[config.mk]
export PLATFORM = sky130hd
export DESIGN_NAME = mc_control_v2
export DESIGN_NICKNAME = d
export VERILOG_FILES = /design/src/rtl/mc_pkg.sv /design/src/rtl/mc_ctrl_decode.sv /design/src/rtl/mc_control_v2.sv
export SDC_FILE = /design/constraint.sdc
export NUM_CORES = 1
export LEC_CHECK = 0
export BUFFER_PORTS_ARGS = -buffer_cell sky130_fd_sc_hd__buf_2
export CORE_MARGIN = 5
export CORE_UTILIZATION = 39
export CTS_BUF_LIST = sky130_fd_sc_hd__clkbuf_4 sky130_fd_sc_hd__clkbuf_8 sky130_fd_sc_hd__clkbuf_16
export DETAILED_ROUTE_END_ITERATION = 7
export GPL_ROUTABILITY_DRIVEN = 0
export GPL_TIMING_DRIVEN = 0
export PLACE_DENSITY = 0.65
export REMOVE_ABC_BUFFERS = 1
export SKIP_CTS_REPAIR_TIMING = 1
export SLEW_MARGIN = 10
export SYNTH_ARGS = -nofsm -noshare
export SYNTH_HDL_FRONTEND = slang
export SYNTH_SLANG_ARGS = --single-unit
[constraint.sdc]
create_clock -name clk -period 2.73 [get_ports clk]
set_input_delay 0.273 -clock clk [delete_from_list [all_inputs] [get_ports clk]]
set_output_delay 0.273 -clock clk [all_outputs]
set_load 0.005 [all_outputs]
[src/rtl/mc_pkg.sv]
// rtl/mc_pkg.sv - shared state encoding, opcodes and ALU codes for the multicycle controller
package mc_pkg;

  typedef enum logic [3:0] {
    FETCH, DECODE, MEMADR, MEMRD, MEMWB, MEMWR,
    EXEC, RTEND, BRANCH, IEXEC, IEND, JUMP
  } state_e;

  localparam logic [5:0] OP_LW   = 6'b100011;
  localparam logic [5:0] OP_SW   = 6'b101011;
  localparam logic [5:0] OP_R    = 6'b000000;
  localparam logic [5:0] OP_BEQ  = 6'b000100;
  localparam logic [5:0] OP_BNE  = 6'b000101;
  localparam logic [5:0] OP_ADDI = 6'b001000;
  localparam logic [5:0] OP_ANDI = 6'b001100;
  localparam logic [5:0] OP_ORI  = 6'b001101;
  localparam logic [5:0] OP_J    = 6'b000010;

  typedef enum logic [3:0] {
    CLS_LW, CLS_SW, CLS_R, CLS_BEQ, CLS_BNE,
    CLS_ADDI, CLS_ANDI, CLS_ORI, CLS_J, CLS_ILL
  } op_class_e;

  localparam logic [2:0] ALU_ADD   = 3'd0;
  localparam logic [2:0] ALU_SUB   = 3'd1;
  localparam logic [2:0] ALU_FUNCT = 3'd2;
  localparam logic [2:0] ALU_AND   = 3'd3;
  localparam logic [2:0] ALU_OR    = 3'd4;

  // Width-independent part of the control word; ALUOp travels separately.
  typedef struct packed {
    logic       iord;
    logic       mem_read;
    logic       mem_write;
    logic       memto_reg;
    logic       ir_write;
    logic       reg_dst;
    logic       reg_write;
    logic       alu_src_a;
    logic [1:0] alu_src_b;
    logic [1:0] pc_source;
    logic       pc_write;
    logic       pc_write_cond;
    logic       instr_done;
  } ctrl_t;

endpackage

[src/rtl/mc_ctrl_decode.sv]
// rtl/mc_ctrl_decode.sv - combinational state/opcode/ready to control-word decoder
module mc_ctrl_decode
  import mc_pkg::*;
#(
  parameter int OP_W    = 6,
  parameter int ALUOP_W = 3
) (
  input  state_e             state_i,
  input  logic [OP_W-1:0]    op_i,
  input  logic               ready_i,
  output ctrl_t              ctrl_o,
  output logic [ALUOP_W-1:0] alu_op_o,
  output op_class_e          op_class_o
);

  // Classify the opcode; anything unlisted is illegal.
  always_comb begin
    op_class_o = CLS_ILL;
    case (op_i)
      OP_W'(OP_LW):   op_class_o = CLS_LW;
      OP_W'(OP_SW):   op_class_o = CLS_SW;
      OP_W'(OP_R):    op_class_o = CLS_R;
      OP_W'(OP_BEQ):  op_class_o = CLS_BEQ;
      OP_W'(OP_BNE):  op_class_o = CLS_BNE;
      OP_W'(OP_ADDI): op_class_o = CLS_ADDI;
      OP_W'(OP_ANDI): op_class_o = CLS_ANDI;
      OP_W'(OP_ORI):  op_class_o = CLS_ORI;
      OP_W'(OP_J):    op_class_o = CLS_J;
      default:        op_class_o = CLS_ILL;
    endcase
  end

  // Per-state control word; every field not named for a state stays zero.
  always_comb begin
    ctrl_o   = '0;
    alu_op_o = ALUOP_W'(ALU_ADD);
    case (state_i)
      FETCH: begin
        ctrl_o.mem_read  = 1'b1;
        ctrl_o.alu_src_b = 2'b01;
        ctrl_o.ir_write  = ready_i;
        ctrl_o.pc_write  = ready_i;
      end
      DECODE: begin
        ctrl_o.alu_src_b  = 2'b11;
        ctrl_o.instr_done = (op_class_o == CLS_ILL);
      end
      MEMADR: begin
        ctrl_o.alu_src_a = 1'b1;
        ctrl_o.alu_src_b = 2'b10;
      end
      MEMRD: begin
        ctrl_o.iord     = 1'b1;
        ctrl_o.mem_read = 1'b1;
      end
      MEMWB: begin
        ctrl_o.reg_write  = 1'b1;
        ctrl_o.memto_reg  = 1'b1;
        ctrl_o.instr_done = 1'b1;
      end
      MEMWR: begin
        ctrl_o.iord       = 1'b1;
        ctrl_o.mem_write  = 1'b1;
        ctrl_o.instr_done = ready_i;
      end
      EXEC: begin
        ctrl_o.alu_src_a = 1'b1;
        alu_op_o         = ALUOP_W'(ALU_FUNCT);
      end
      RTEND: begin
        ctrl_o.reg_dst    = 1'b1;
        ctrl_o.reg_write  = 1'b1;
        ctrl_o.instr_done = 1'b1;
      end
      BRANCH: begin
        ctrl_o.alu_src_a     = 1'b1;
        ctrl_o.pc_write_cond = 1'b1;
        ctrl_o.pc_source     = 2'b01;
        ctrl_o.instr_done    = 1'b1;
        alu_op_o             = ALUOP_W'(ALU_SUB);
      end
      IEXEC, IEND: begin
        ctrl_o.alu_src_a  = 1'b1;
        ctrl_o.alu_src_b  = 2'b10;
        ctrl_o.reg_write  = (state_i == IEND);
        ctrl_o.instr_done = (state_i == IEND);
        if (op_class_o == CLS_ANDI)     alu_op_o = ALUOP_W'(ALU_AND);
        else if (op_class_o == CLS_ORI) alu_op_o = ALUOP_W'(ALU_OR);
        else                            alu_op_o = ALUOP_W'(ALU_ADD);
      end
      JUMP: begin
        ctrl_o.pc_write   = 1'b1;
        ctrl_o.pc_source  = 2'b10;
        ctrl_o.instr_done = 1'b1;
      end
      default: ctrl_o = '0;
    endcase
  end

endmodule

[src/rtl/mc_control_v2.sv]
// rtl/mc_control_v2.sv - multicycle datapath controller with memory wait and illegal-op flag
module mc_control_v2
  import mc_pkg::*;
#(
  parameter int OP_W     = 6,
  parameter int ALUOP_W  = 3,
  parameter int MEM_WAIT = 1
) (
  input  logic               clk,
  input  logic               reset,
  input  logic [OP_W-1:0]    Op,
  input  logic               Zero,
  input  logic               mem_ready,
  output logic               IorD,
  output logic               MemRead,
  output logic               MemWrite,
  output logic               MemtoReg,
  output logic               IRWrite,
  output logic               RegDst,
  output logic               RegWrite,
  output logic               ALUSrcA,
  output logic [1:0]         ALUSrcB,
  output logic [1:0]         PCSource,
  output logic [ALUOP_W-1:0] ALUOp,
  output logic               PCSel,
  output logic               instr_done,
  output logic               illegal_op
);

  state_e    state_q, state_d;
  logic      illegal_q, illegal_d;
  logic      is_bne_q, is_bne_d;
  logic      ready;
  ctrl_t     ctrl;
  op_class_e op_class;

  assign ready = (MEM_WAIT != 0) ? mem_ready : 1'b1;

  mc_ctrl_decode #(
    .OP_W    (OP_W),
    .ALUOP_W (ALUOP_W)
  ) u_decode (
    .state_i    (state_q),
    .op_i       (Op),
    .ready_i    (ready),
    .ctrl_o     (ctrl),
    .alu_op_o   (ALUOp),
    .op_class_o (op_class)
  );

  // State, sticky illegal flag and latched branch polarity; reset acts without a clock.
  always_ff @(posedge clk or negedge reset) begin
    if (!reset) begin
      state_q   <= FETCH;
      illegal_q <= 1'b0;
      is_bne_q  <= 1'b0;
    end else begin
      state_q   <= state_d;
      illegal_q <= illegal_d;
      is_bne_q  <= is_bne_d;
    end
  end

  // Next-state sequencing; Op is only consulted in DECODE and MEMADR here.
  always_comb begin
    state_d   = state_q;
    illegal_d = illegal_q;
    is_bne_d  = is_bne_q;
    case (state_q)
      FETCH:  if (ready) state_d = DECODE;
      DECODE: begin
        is_bne_d = (op_class == CLS_BNE);
        case (op_class)
          CLS_LW, CLS_SW:               state_d = MEMADR;
          CLS_R:                        state_d = EXEC;
          CLS_BEQ, CLS_BNE:             state_d = BRANCH;
          CLS_ADDI, CLS_ANDI, CLS_ORI:  state_d = IEXEC;
          CLS_J:                        state_d = JUMP;
          default: begin
            state_d   = FETCH;
            illegal_d = 1'b1;
          end
        endcase
      end
      MEMADR: state_d = (op_class == CLS_LW) ? MEMRD : MEMWR;
      MEMRD:  if (ready) state_d = MEMWB;
      MEMWR:  if (ready) state_d = FETCH;
      EXEC:   state_d = RTEND;
      IEXEC:  state_d = IEND;
      MEMWB, RTEND, IEND, BRANCH, JUMP: state_d = FETCH;
      default: state_d = FETCH;
    endcase
  end

  // Strobes that could write state are held off while reset is low.
  assign IorD       = ctrl.iord;
  assign MemRead    = ctrl.mem_read;
  assign MemtoReg   = ctrl.memto_reg;
  assign RegDst     = ctrl.reg_dst;
  assign ALUSrcA    = ctrl.alu_src_a;
  assign ALUSrcB    = ctrl.alu_src_b;
  assign PCSource   = ctrl.pc_source;
  assign MemWrite   = reset & ctrl.mem_write;
  assign IRWrite    = reset & ctrl.ir_write;
  assign RegWrite   = reset & ctrl.reg_write;
  assign instr_done = reset & ctrl.instr_done;
  assign PCSel      = reset & (ctrl.pc_write | (ctrl.pc_write_cond & (Zero ^ is_bne_q)));
  assign illegal_op = illegal_q | ((state_q == DECODE) && (op_class == CLS_ILL));

endmodule

==> results of run 1 <==
registers in the layout (all words and copies together), names as in the netlist:
signal     count
state_q        4
is_bne_q       1
illegal_q      1
stage by stage:
stage / worst slack [ns] / hold slack (ns) / std cells / cell area [µm²] / power, mW
2_1_floorplan: 1.19 / -0.0226 / 102 / 732 / 0.295
3_3_place_gp: 0.898 / 0.119 / 156 / 901 / 0.386
3_5_place_dp: 0.877 / 0.123 / 156 / 901 / 0.392
4_1_cts: 0.627 / -0.132 / 159 / 923 / 0.472
5_1_grt: 0.486 / 0.406 / 160 / 933 / 0.520
6_report: 0.648 / 0.405 / 160 / 933 / 0.469
worst max-delay path, delay by kind of cell, from the launching register on:
family | cells | cell delay, ns
and+or+nand+nor | 3 | 0.78
AOI/OAI and AO/OA | 1 | 0.15
buffers and inverters | 1 | 0.10
DFF | 1 | 0.54
path summary, 6_finish.rpt:
kind | start | endpoint
worst max-delay path | state_q[1]$_DFFE_PN0P_ | instr_done
worst min-delay path | reset | illegal_q$_DFFE_PN0P_
worst max register to register | state_q[1]$_DFFE_PN0P_ | state_q[1]$_DFFE_PN0P_
worst min register to register | illegal_q$_DFFE_PN0P_ | illegal_q$_DFFE_PN0P_
max in group asynchronous | reset | state_q[0]$_DFFE_PN0P_
min in group clk | Op[3] | is_bne_q$_DFFE_PN0P_
power by group through the flow:
stage | logic (mW) | registers [mW] | clock network (mW)
2_1_floorplan | 0.162 | 0.133 | 0
3_3_place_gp | 0.242 | 0.144 | 0
3_5_place_dp | 0.250 | 0.143 | 0
4_1_cts | 0.250 | 0.142 | 0.0800
5_1_grt | 0.283 | 0.148 | 0.0890
6_report | 0.248 | 0.143 | 0.0780
synthesized netlist by cell type, types with 3 or more instances:
| library cell | n | area share |
|---|---|---|
| nor2_1 | 16 | 0.076 |
| dfrtp_1 | 6 | 0.19 |
| inv_1 | 3 | 0.014 |
| o21ai_1 | 3 | 0.019 |
| a21oi_1 | 8 | 0.051 |
| nand2b_1 | 4 | 0.032 |
| clkbuf_1 | 3 | 0.014 |
| o21ai_0 | 3 | 0.019 |
| nor3_1 | 10 | 0.064 |
| nand2_1 | 9 | 0.043 |
| buf_2 | 4 | 0.025 |
| o31ai_1 | 4 | 0.038 |
cell usage in the layout, fill, tap and decap left out, types with 3 or more instances in the layout:
master	netlist	routed
inv_1	3	3
nand2_1	9	9
nor2_1	16	16
clkbuf_4	0	3
a21oi_1	8	8
o21ai_0	3	3
buf_2	4	27
dfrtp_1	6	6
nand2b_1	4	4
o21ai_1	3	3
o31ai_1	4	4
nor3_1	10	10
layer usage:
layer	track usage	vias up	wire, µm
met3	0.0191	2	185
li1	-	449	-
met4	0.0498	0	14
met1	0.206	400	849
met5	0	-	0
met2	0.250	41	951
area by class of cell:
type / count / area [µm²]
clock buffer: 3 / 22.5
fill: 202 / 1010
inverter: 4 / 15.0
multi-input combinational: 92 / 567
sequential: 6 / 150
tap: 27 / 33.8
timing repair buffer: 28 / 145
logic make-up (layout without fill, tap and decap cells):
group / Yosys count / after routing / synth area share
compound gates: 28 / 28 / 0.229
xor+xnor: 3 / 3 / 0.0334
fa+ha+maj: 1 / 1 / 0.0143
buf+inv: 13 / 35 / 0.0876
flops: 6 / 6 / 0.191
mux: 2 / 2 / 0.0255
simple gates: 58 / 58 / 0.419
==> flow_metrics.env, run 1 <==
export IMPL_r2r_cells=5
export IMPL_h_tree_depth=1
export IMPL_syn_cell_area_um2=786
export IMPL_switching_power_mw=0.213
export IMPL_synth_edf_count=0
export IMPL_fin_skew_ns=0.00276
export IMPL_avgSynthCellArea_um2=7.08
export IMPL_antenna_found_initial=0
export IMPL_synth_cell_types=39
export IMPL_hp_class="in2async"
export IMPL_totalWireLength_um=2000
export IMPL_die_w_um=54.9
export IMPL_path_clk_slew_ns=0.04
export IMPL_critPathMaxFanout=16
export IMPL_setup_worst_path_end_class="output port"
export IMPL_routedWlPerCell_um=12.5
export IMPL_cts_sinks=6
export IMPL_drt_vias_per_instance=5.58
export IMPL_crit_chain="and2b_1, nand2_1, nor3_2, o21a_1, buf_2"
export IMPL_core_um2=1940
export IMPL_grt_pass1_vias=796
export IMPL_drt_iter0_markers=26
export IMPL_rsz0062_at_grt="false"
export IMPL_die_area_um2=3010
export IMPL_hold_viol=0
export IMPL_cts_root_buf="clkbuf_4"
export IMPL_clkPwrFrac=0.166
export IMPL_io_pins=28
export IMPL_p_int_mw=0.255
export IMPL_numCtsBuffers=3
export IMPL_antenna_cells=0
export IMPL_cp_required_ns=2.46
export IMPL_synthesis_instances=111
export IMPL_pwr_share_seq=0.304
export IMPL_start_util=0.405
export IMPL_max_vdd_ir_drop_mv=0.210
export IMPL_std_cell_rows=16
export IMPL_max_freq_mhz=480
export IMPL_area_growth_syn_to_layout_pct=18.8
export IMPL_max_clock_path_buffers=2
export IMPL_drc_errors=0
export IMPL_grt_usage=0.153
export IMPL_slowest_stage="dfrtp_1"
export IMPL_p_leak_nw=0.406
export IMPL_run_status="complete, no violations"
export IMPL_period_minus_slack_ns=2.08
export IMPL_setup_viol=0
export IMPL_path_class="reg2out"
export IMPL_tightest_slew_ns=0.497
export IMPL_relSlewSlack=0.668
export IMPL_r2r_slack_ns=1.15
export IMPL_dp_hpwl_um=1580
export IMPL_period_share=0.763
export IMPL_synth_seq_cells=6
export IMPL_ant_nets=0
export IMPL_drive_gt1_frac=0.286
export IMPL_synth_ff_type="dfrtp_1"
export IMPL_combPwrFrac=0.530
export IMPL_finalSetupTns_ns=0
export IMPL_arrival_ns=1.81
export IMPL_vias=892
export IMPL_async_flop_share=1.00
export IMPL_critical_path_startpoint_type="flop"
export IMPL_slew_violations=0
export IMPL_post_route_util=0.481
export IMPL_dieHeight_um=54.9
export IMPL_nets=145
export IMPL_ys_seq_area_frac=0.191
export IMPL_p_per_area_nw_per_um2=502
export IMPL_ys_warnings_count=0
export IMPL_numPortBuffers=27
export IMPL_switching_share=0.455
export IMPL_cpPeakStageDelay_ns=0.54
export IMPL_tritoncts="built"
export IMPL_clock_latency_ns=0.24
export IMPL_grt_max_degree=17
export IMPL_grt_pass1_wl_um=3390
export IMPL_grt_overflow_total=0
export IMPL_first_pass_iters=4
export IMPL_cap_violations=0
Note: power is estimated with default switching activity, not from simulation.
==> run 2, diff against run 1 <==
--- a/config.mk
+++ b/config.mk
@@ -5,6 +5,7 @@
 export SDC_FILE = /design/constraint.sdc
 export NUM_CORES = 1
 export LEC_CHECK = 0
+export ABC_AREA = 1
 export BUFFER_PORTS_ARGS = -buffer_cell sky130_fd_sc_hd__buf_2
 export CORE_MARGIN = 5
 export CORE_UTILIZATION = 39
@@ -12,7 +13,7 @@
 export DETAILED_ROUTE_END_ITERATION = 7
 export GPL_ROUTABILITY_DRIVEN = 0
 export GPL_TIMING_DRIVEN = 0
-export PLACE_DENSITY = 0.65
+export PLACE_DENSITY = 0.67
 export REMOVE_ABC_BUFFERS = 1
 export SKIP_CTS_REPAIR_TIMING = 1
 export SLEW_MARGIN = 10
==> constraint.sdc (replaced) <==
create_clock -name clk -period 2 [get_ports clk]
set_input_delay 0.2 -clock clk [delete_from_list [all_inputs] [get_ports clk]]
set_output_delay 0.2 -clock clk [all_outputs]
set_load 0.005 [all_outputs]
==> run 2 against run 1 <==
Die area fell by 13%. Non-clock buffer count did not move. Sequential share of layout area increased by 1.6 points. Via count shrank 7.0%. Clock skew decreased by 0.0012 ns. Flip-flop and latch count stayed put. Clock power increased by 37%. Critical endpoint unchanged. Largest cell class unchanged.
==> flow_metrics.env, run 2 <==
export IMPL_period_share=0.909
export IMPL_ys_warnings_count=0
export IMPL_std_cell_rows=14
export IMPL_routedWlPerCell_um=11.0
export IMPL_final_cell_mix="nand2_1 (27), buf_2 (27), nor2_1 (26)"
export IMPL_synth_top_family_by_area="simple AND/OR/NAND/NOR gates"
export IMPL_synth_xor_area_frac=0.0132
export IMPL_synth_top_area_cell="dfrtp_1"
export IMPL_hp_class="in2reg"
export IMPL_dieHeight_um=51.2
export IMPL_synth_compound_area_share=0.106
export IMPL_placed_area_um2=817
export IMPL_grt_busiest_layer="met2"
export IMPL_ys_seq_area_frac=0.227
export IMPL_grt_met3_usage=0.0320
export IMPL_design_area_um2=850
export IMPL_critical_path_startpoint_type="flop"
export IMPL_core_um2=1560
export IMPL_slew_violations=0
export IMPL_synth_seq_cells=6
export IMPL_regMostFlops="state_q"
export IMPL_antenna_found_initial=0
export IMPL_yosys_area_top_type_share=0.227
export IMPL_hold_viol=0
export IMPL_h_tree_depth=1
export IMPL_synthMuxAreaShare=0
export IMPL_synth_edf_count=0
export IMPL_arrival_ns=1.62
export IMPL_avgSynthCellArea_um2=5.56
export IMPL_largest_reg_flops=4
export IMPL_critPathMaxFanout=4
export IMPL_startpoint="state_q[2]$_DFFE_PN0P_"
export IMPL_clock_latency_ns=0.24
export IMPL_netlist_top_cells_area="dfrtp_1 (23%), nand2_1 (15%), nor2_1 (15%), nand3_1 (13%), inv_1 (7.9%)"
export IMPL_drt_vias_per_instance=5.00
export IMPL_numCtsBuffers=3
export IMPL_path_clk_slew_ns=0.04
export IMPL_run_status="complete, no violations"
export IMPL_slowest_stage="dfrtp_1"
export IMPL_rsz0062_at_grt="false"
export IMPL_synth_most_common_cell="nand2_1"
export IMPL_first_pass_iters=4
export IMPL_use_met1=0.206
export IMPL_grt_usage=0.150
export IMPL_die_area_um2=2620
export IMPL_min_delay_start="mem_ready"
export IMPL_area_growth_syn_to_layout_pct=28.4
export IMPL_totalWireLength_um=1830
export IMPL_fin_skew_ns=0.00154
export IMPL_path_class="reg2out"
export IMPL_tightest_slew_ns=0.267
export IMPL_vias=830
export IMPL_tritoncts="built"
export IMPL_r2r_slack_ns=0.63
export IMPL_drc_errors=0
export IMPL_crit_chain="nor2_1, nand2_1, inv_2, nand3_1, nand3_1, nand2_1, inv_1, buf_2"
export IMPL_setup_viol=0
export IMPL_r2r_cells=8
export IMPL_period_minus_slack_ns=1.82
export IMPL_syn_cell_area_um2=662
export IMPL_reg_top3="state_q x4, illegal_q x1, is_bne_q x1"
export IMPL_drive_gt1_frac=0.300
export IMPL_p_per_area_nw_per_um2=885
export IMPL_p_leak_nw=0.553
export IMPL_io_pins=28
export IMPL_num_fill_cells=168
export IMPL_min_to="state_q[2]$_DFFE_PN0P_"
export IMPL_hold_depth=4
export IMPL_relSlewSlack=0.821
export IMPL_cpPeakStageDelay_ns=0.40
export IMPL_register_area_um2=150
export IMPL_yosys_top_cells_count="nand2_1 (27), nor2_1 (26), nand3_1 (17)"
export IMPL_finalSetupTns_ns=0
export IMPL_grt_overflow_total=0
export IMPL_max_freq_mhz=550
export IMPL_grt_pass1_wl_um=3040
export IMPL_async_flop_share=1.00
export IMPL_synthSimpleGateAreaFrac=0.524
export IMPL_multi_input_comb_area_um2=425
export IMPL_nets=162
export IMPL_reg2reg_to="state_q[0]$_DFFE_PN0P_"
export IMPL_synthesis_instances=119
export IMPL_ant_nets=0
export IMPL_numPortBuffers=27
export IMPL_max_vdd_ir_drop_mv=0.653
export IMPL_cp_required_ns=1.80
export IMPL_synth_fa_ha_area_frac=0
export IMPL_grt_pass1_vias=724
export IMPL_cts_sinks=6
export IMPL_synth_ff_type="dfrtp_1"
export IMPL_r2r_start="state_q[2]$_DFFE_PN0P_"
export IMPL_grt_use_met2=0.242
export IMPL_antenna_cells=0
export IMPL_cap_violations=0
export IMPL_start_util=0.425
export IMPL_cts_root_buf="clkbuf_4"
export IMPL_synth_cell_types=22
export IMPL_die_w_um=51.2
export IMPL_drt_iter0_markers=23
export IMPL_dp_hpwl_um=1560
export IMPL_grt_max_degree=10
export IMPL_setup_worst_path_end_class="output port"
export IMPL_max_clock_path_buffers=2
-- run 2: layout make-up --
type,instances,area share
Clock buffer,3,0.0265
Inverter,23,0.102
Multi-Input combinational cell,90,0.501
Sequential cell,6,0.177
Tap cell,16,0.0236
Timing Repair Buffer,28,0.171
-- run 2: worst max-delay path by stage --
| stage | end | cells past startpoint |
|---|---|---|
| final | instr_done | 8 |
| after global routing | instr_done | 8 |
| after CTS | instr_done | 8 |
| after detailed placement | instr_done | 8 |
| after global placement | instr_done | 8 |
| after floorplan | ALUOp[1] | 6 |
-- run 2: where the power goes --
part | internal (mW) | total [mW] | switching, mW
registers | 0.147 | 0.174 | 0.0266
logic | 0.170 | 0.471 | 0.302
clock network | 0.0676 | 0.107 | 0.0391
-- run 2: routing by layer --
metal,share of wire,up-vias,wire [µm]
met5,0,-,0
met4,0,0,0
met3,0.071,0,130
met2,0.46,26,837
met1,0.47,361,864
li1,-,443,-
-- run 2: per-stage QoR --
step	hold slack [ns]	power, mW	utilization	cells	setup slack [ns]
6_report	0.309	0.752	0.545	166	0.183
5_1_grt	0.330	0.842	0.545	166	0.00971
4_1_cts	-0.202	0.760	0.539	165	0.176
3_5_place_dp	0.0534	0.647	0.524	162	0.439
3_3_place_gp	0.0524	0.639	0.524	162	0.450
2_1_floorplan	-0.0956	0.483	-	119	0.658
-- run 2: critical path: cells and delay by family, from the launching register on --
family                 cells  cell delay (ns)
buffers and inverters      3             0.26
flip-flops                 1             0.40
AND/OR/NAND/NOR            5             0.73
-- run 2: cell families after synthesis --
logic type | Yosys count
and+or+nand+nor | 79
buffers and inverters | 23
AOI/OAI and AO/OA | 10
xor gates and xnor gates | 1
DFF | 6
==> run 3, diff against run 2 <==
--- a/config.mk
+++ b/config.mk
@@ -8,12 +8,12 @@
 export ABC_AREA = 1
 export BUFFER_PORTS_ARGS = -buffer_cell sky130_fd_sc_hd__buf_2
 export CORE_MARGIN = 5
-export CORE_UTILIZATION = 39
-export CTS_BUF_LIST = sky130_fd_sc_hd__clkbuf_4 sky130_fd_sc_hd__clkbuf_8 sky130_fd_sc_hd__clkbuf_16
+export CORE_UTILIZATION = 48
+export CTS_BUF_LIST = sky130_fd_sc_hd__clkbuf_2
 export DETAILED_ROUTE_END_ITERATION = 7
 export GPL_ROUTABILITY_DRIVEN = 0
 export GPL_TIMING_DRIVEN = 0
-export PLACE_DENSITY = 0.67
+export PLACE_DENSITY_LB_ADDON = 0.3
 export REMOVE_ABC_BUFFERS = 1
 export SKIP_CTS_REPAIR_TIMING = 1
 export SLEW_MARGIN = 10
==> run 3 against run 2 <==
Count of clock-buffer cells in the layout is the same. Via count grew 1.3%. Critical path depth is the same. Non-clock buffer count is the same. Hold slack lost 0.0015 ns. Sequential share of layout area grew 0.18 points. First-iteration DRC count grew 61%.
==> flow_metrics.env, run 3 (synthesis results as in run 2) <==
export IMPL_relSlewSlack=0.815
export IMPL_finalNonFillerCells=165
export IMPL_period_share=0.902
export IMPL_hold_slack_ns=0.308
export IMPL_r2r_slack_ns=0.64
export IMPL_multi_input_comb_area_um2=425
export IMPL_pwr_share_seq=0.243
export IMPL_run_status="complete, no violations"
export IMPL_regMostFlops="state_q"
export IMPL_antenna_cells=0
export IMPL_slowest_stage="dfrtp_1"
export IMPL_max_clock_path_buffers=2
export IMPL_area_growth_syn_to_layout_pct=27.0
export IMPL_dieHeight_um=47.1
export IMPL_p_per_area_nw_per_um2=859
export IMPL_numCtsBuffers=3
export IMPL_vias=841
export IMPL_fin_skew_ns=0.00562
export IMPL_path_clk_slew_ns=0.06
export IMPL_numPortBuffers=27
export IMPL_drt_vias_per_instance=5.10
export IMPL_max_vdd_ir_drop_mv=0.441
export IMPL_switching_power_mw=0.366
export IMPL_hold_viol=0
export IMPL_final_cell_mix="nand2_1 (27), buf_2 (27), nor2_1 (26)"
export IMPL_period_minus_slack_ns=1.80
export IMPL_tightest_slew_ns=0.277
export IMPL_drc_errors=0
export IMPL_cpPeakStageDelay_ns=0.41
export IMPL_die_area_um2=2220
export IMPL_cts_root_buf="clkbuf_2"
export IMPL_cp_required_ns=1.80
export IMPL_grt_usage=0.193
export IMPL_clkPwrFrac=0.113
export IMPL_reg2reg_to="state_q[0]$_DFFE_PN0P_"
export IMPL_register_area_um2=150
export IMPL_ant_nets=0
export IMPL_std_cell_rows=13
export IMPL_slew_violations=0
export IMPL_max_freq_mhz=554
export IMPL_critical_path_startpoint_type="flop"
export IMPL_p_leak_nw=0.551
export IMPL_grt_pass1_vias=792
export IMPL_h_tree_depth=1
export IMPL_routedWlPerCell_um=10.9
export IMPL_path_depth=8
export IMPL_cp_top_family="simple AND/OR/NAND/NOR gates"
export IMPL_rsz0062_at_grt="false"
export IMPL_num_fill_cells=134
export IMPL_crit_end="instr_done"
export IMPL_first_pass_iters=4
export IMPL_finalSetupTns_ns=0
export IMPL_io_pins=28
export IMPL_crit_chain="nor2_1, nand2_1, inv_2, nand3_1, nand3_1, nand2_1, inv_1, buf_2"
export IMPL_dp_hpwl_um=1520
export IMPL_critPathMaxFanout=4
export IMPL_clock_latency_ns=0.21
export IMPL_hp_class="in2reg"
export IMPL_antenna_found_initial=0
export IMPL_drt_iter0_markers=37
export IMPL_p_int_mw=0.357
export IMPL_grt_pass1_wl_um=3140
export IMPL_cp_buffers_inverters=3
export IMPL_grt_overflow_total=0
export IMPL_r2r_cells=8
export IMPL_grt_max_degree=10
export IMPL_startpoint="state_q[2]$_DFFE_PN0P_"
export IMPL_core_um2=1300
export IMPL_path_class="reg2out"
export IMPL_tritoncts="built"
export IMPL_setup_worst_path_end_class="output port"
export IMPL_switching_share=0.506
export IMPL_largest_reg_flops=4
export IMPL_totalWireLength_um=1800
export IMPL_r2r_start="state_q[2]$_DFFE_PN0P_"
export IMPL_dp_cells=161
export IMPL_nets=162
export IMPL_die_w_um=47.1
export IMPL_cts_sinks=6
export IMPL_setup_viol=0
export IMPL_combPwrFrac=0.644
export IMPL_cap_violations=0
export IMPL_post_route_util=0.646
export IMPL_power_total_mw=0.723
export IMPL_reg_top3="state_q x4, illegal_q x1, is_bne_q x1"
export IMPL_arrival_ns=1.60
export IMPL_drive_gt1_frac=0.300
export IMPL_start_util=0.509
-- run 3: stage by stage --
step	cell area (µm²)	setup slack, ns
4_1_cts	831	0.195
2_1_floorplan	662	0.658
6_report	841	0.196
3_3_place_gp	816	0.472
5_1_grt	841	0.0527
3_5_place_dp	816	0.447
-- run 3: power groups by stage --
| stage | Sequential (mW) | Combinational, mW | Clock (mW) |
|---|---|---|---|
| final | 0.175 | 0.466 | 0.0816 |
| after global routing | 0.181 | 0.535 | 0.0947 |
| after CTS | 0.175 | 0.466 | 0.0858 |
| after detailed placement | 0.177 | 0.465 | 0 |
| after global placement | 0.176 | 0.454 | 0 |
| after floorplan | 0.170 | 0.313 | 0 |
-- run 3: routing by layer --
metal,vias to the layer above,part of all wire,global-route usage
li1,440,-,-
met1,376,0.45,0.239
met2,25,0.48,0.339
met3,0,0.072,0.0613
met4,0,0,0.0221
met5,-,0,0
-- run 3: worst min path at each step --
stage	start	to	slack, ns	cells past startpoint
final	mem_ready	state_q[2]$_DFFE_PN0P_	0.31	4
after global routing	mem_ready	state_q[2]$_DFFE_PN0P_	0.33	4
after CTS	reset	state_q[2]$_DFFE_PN0P_	-0.18	1
after detailed placement	reset	state_q[2]$_DFFE_PN0P_	0.06	1
after global placement	reset	state_q[2]$_DFFE_PN0P_	0.05	1
after floorplan	reset	illegal_q$_DFFE_PN0P_	-0.1	0
-- run 3: final cells by class --
cell class / instances / share of cell area
multi-input combinational: 90 / 0.506
clock buffer: 3 / 0.0179
tap: 15 / 0.0223
sequential: 6 / 0.179
timing repair buffer: 28 / 0.173
inverter: 23 / 0.103
-- run 3: worst register-to-register path, cell delays in order (launching register included) --
cell and delay, ns:
dfrtp_1 0.41, nor2_1 0.25, inv_2 0.08, nor2_1 0.17
inv_2 0.05, nand2_1 0.07, o21ai_1 0.08, nand2_1 0.08
nand3_1 0.06
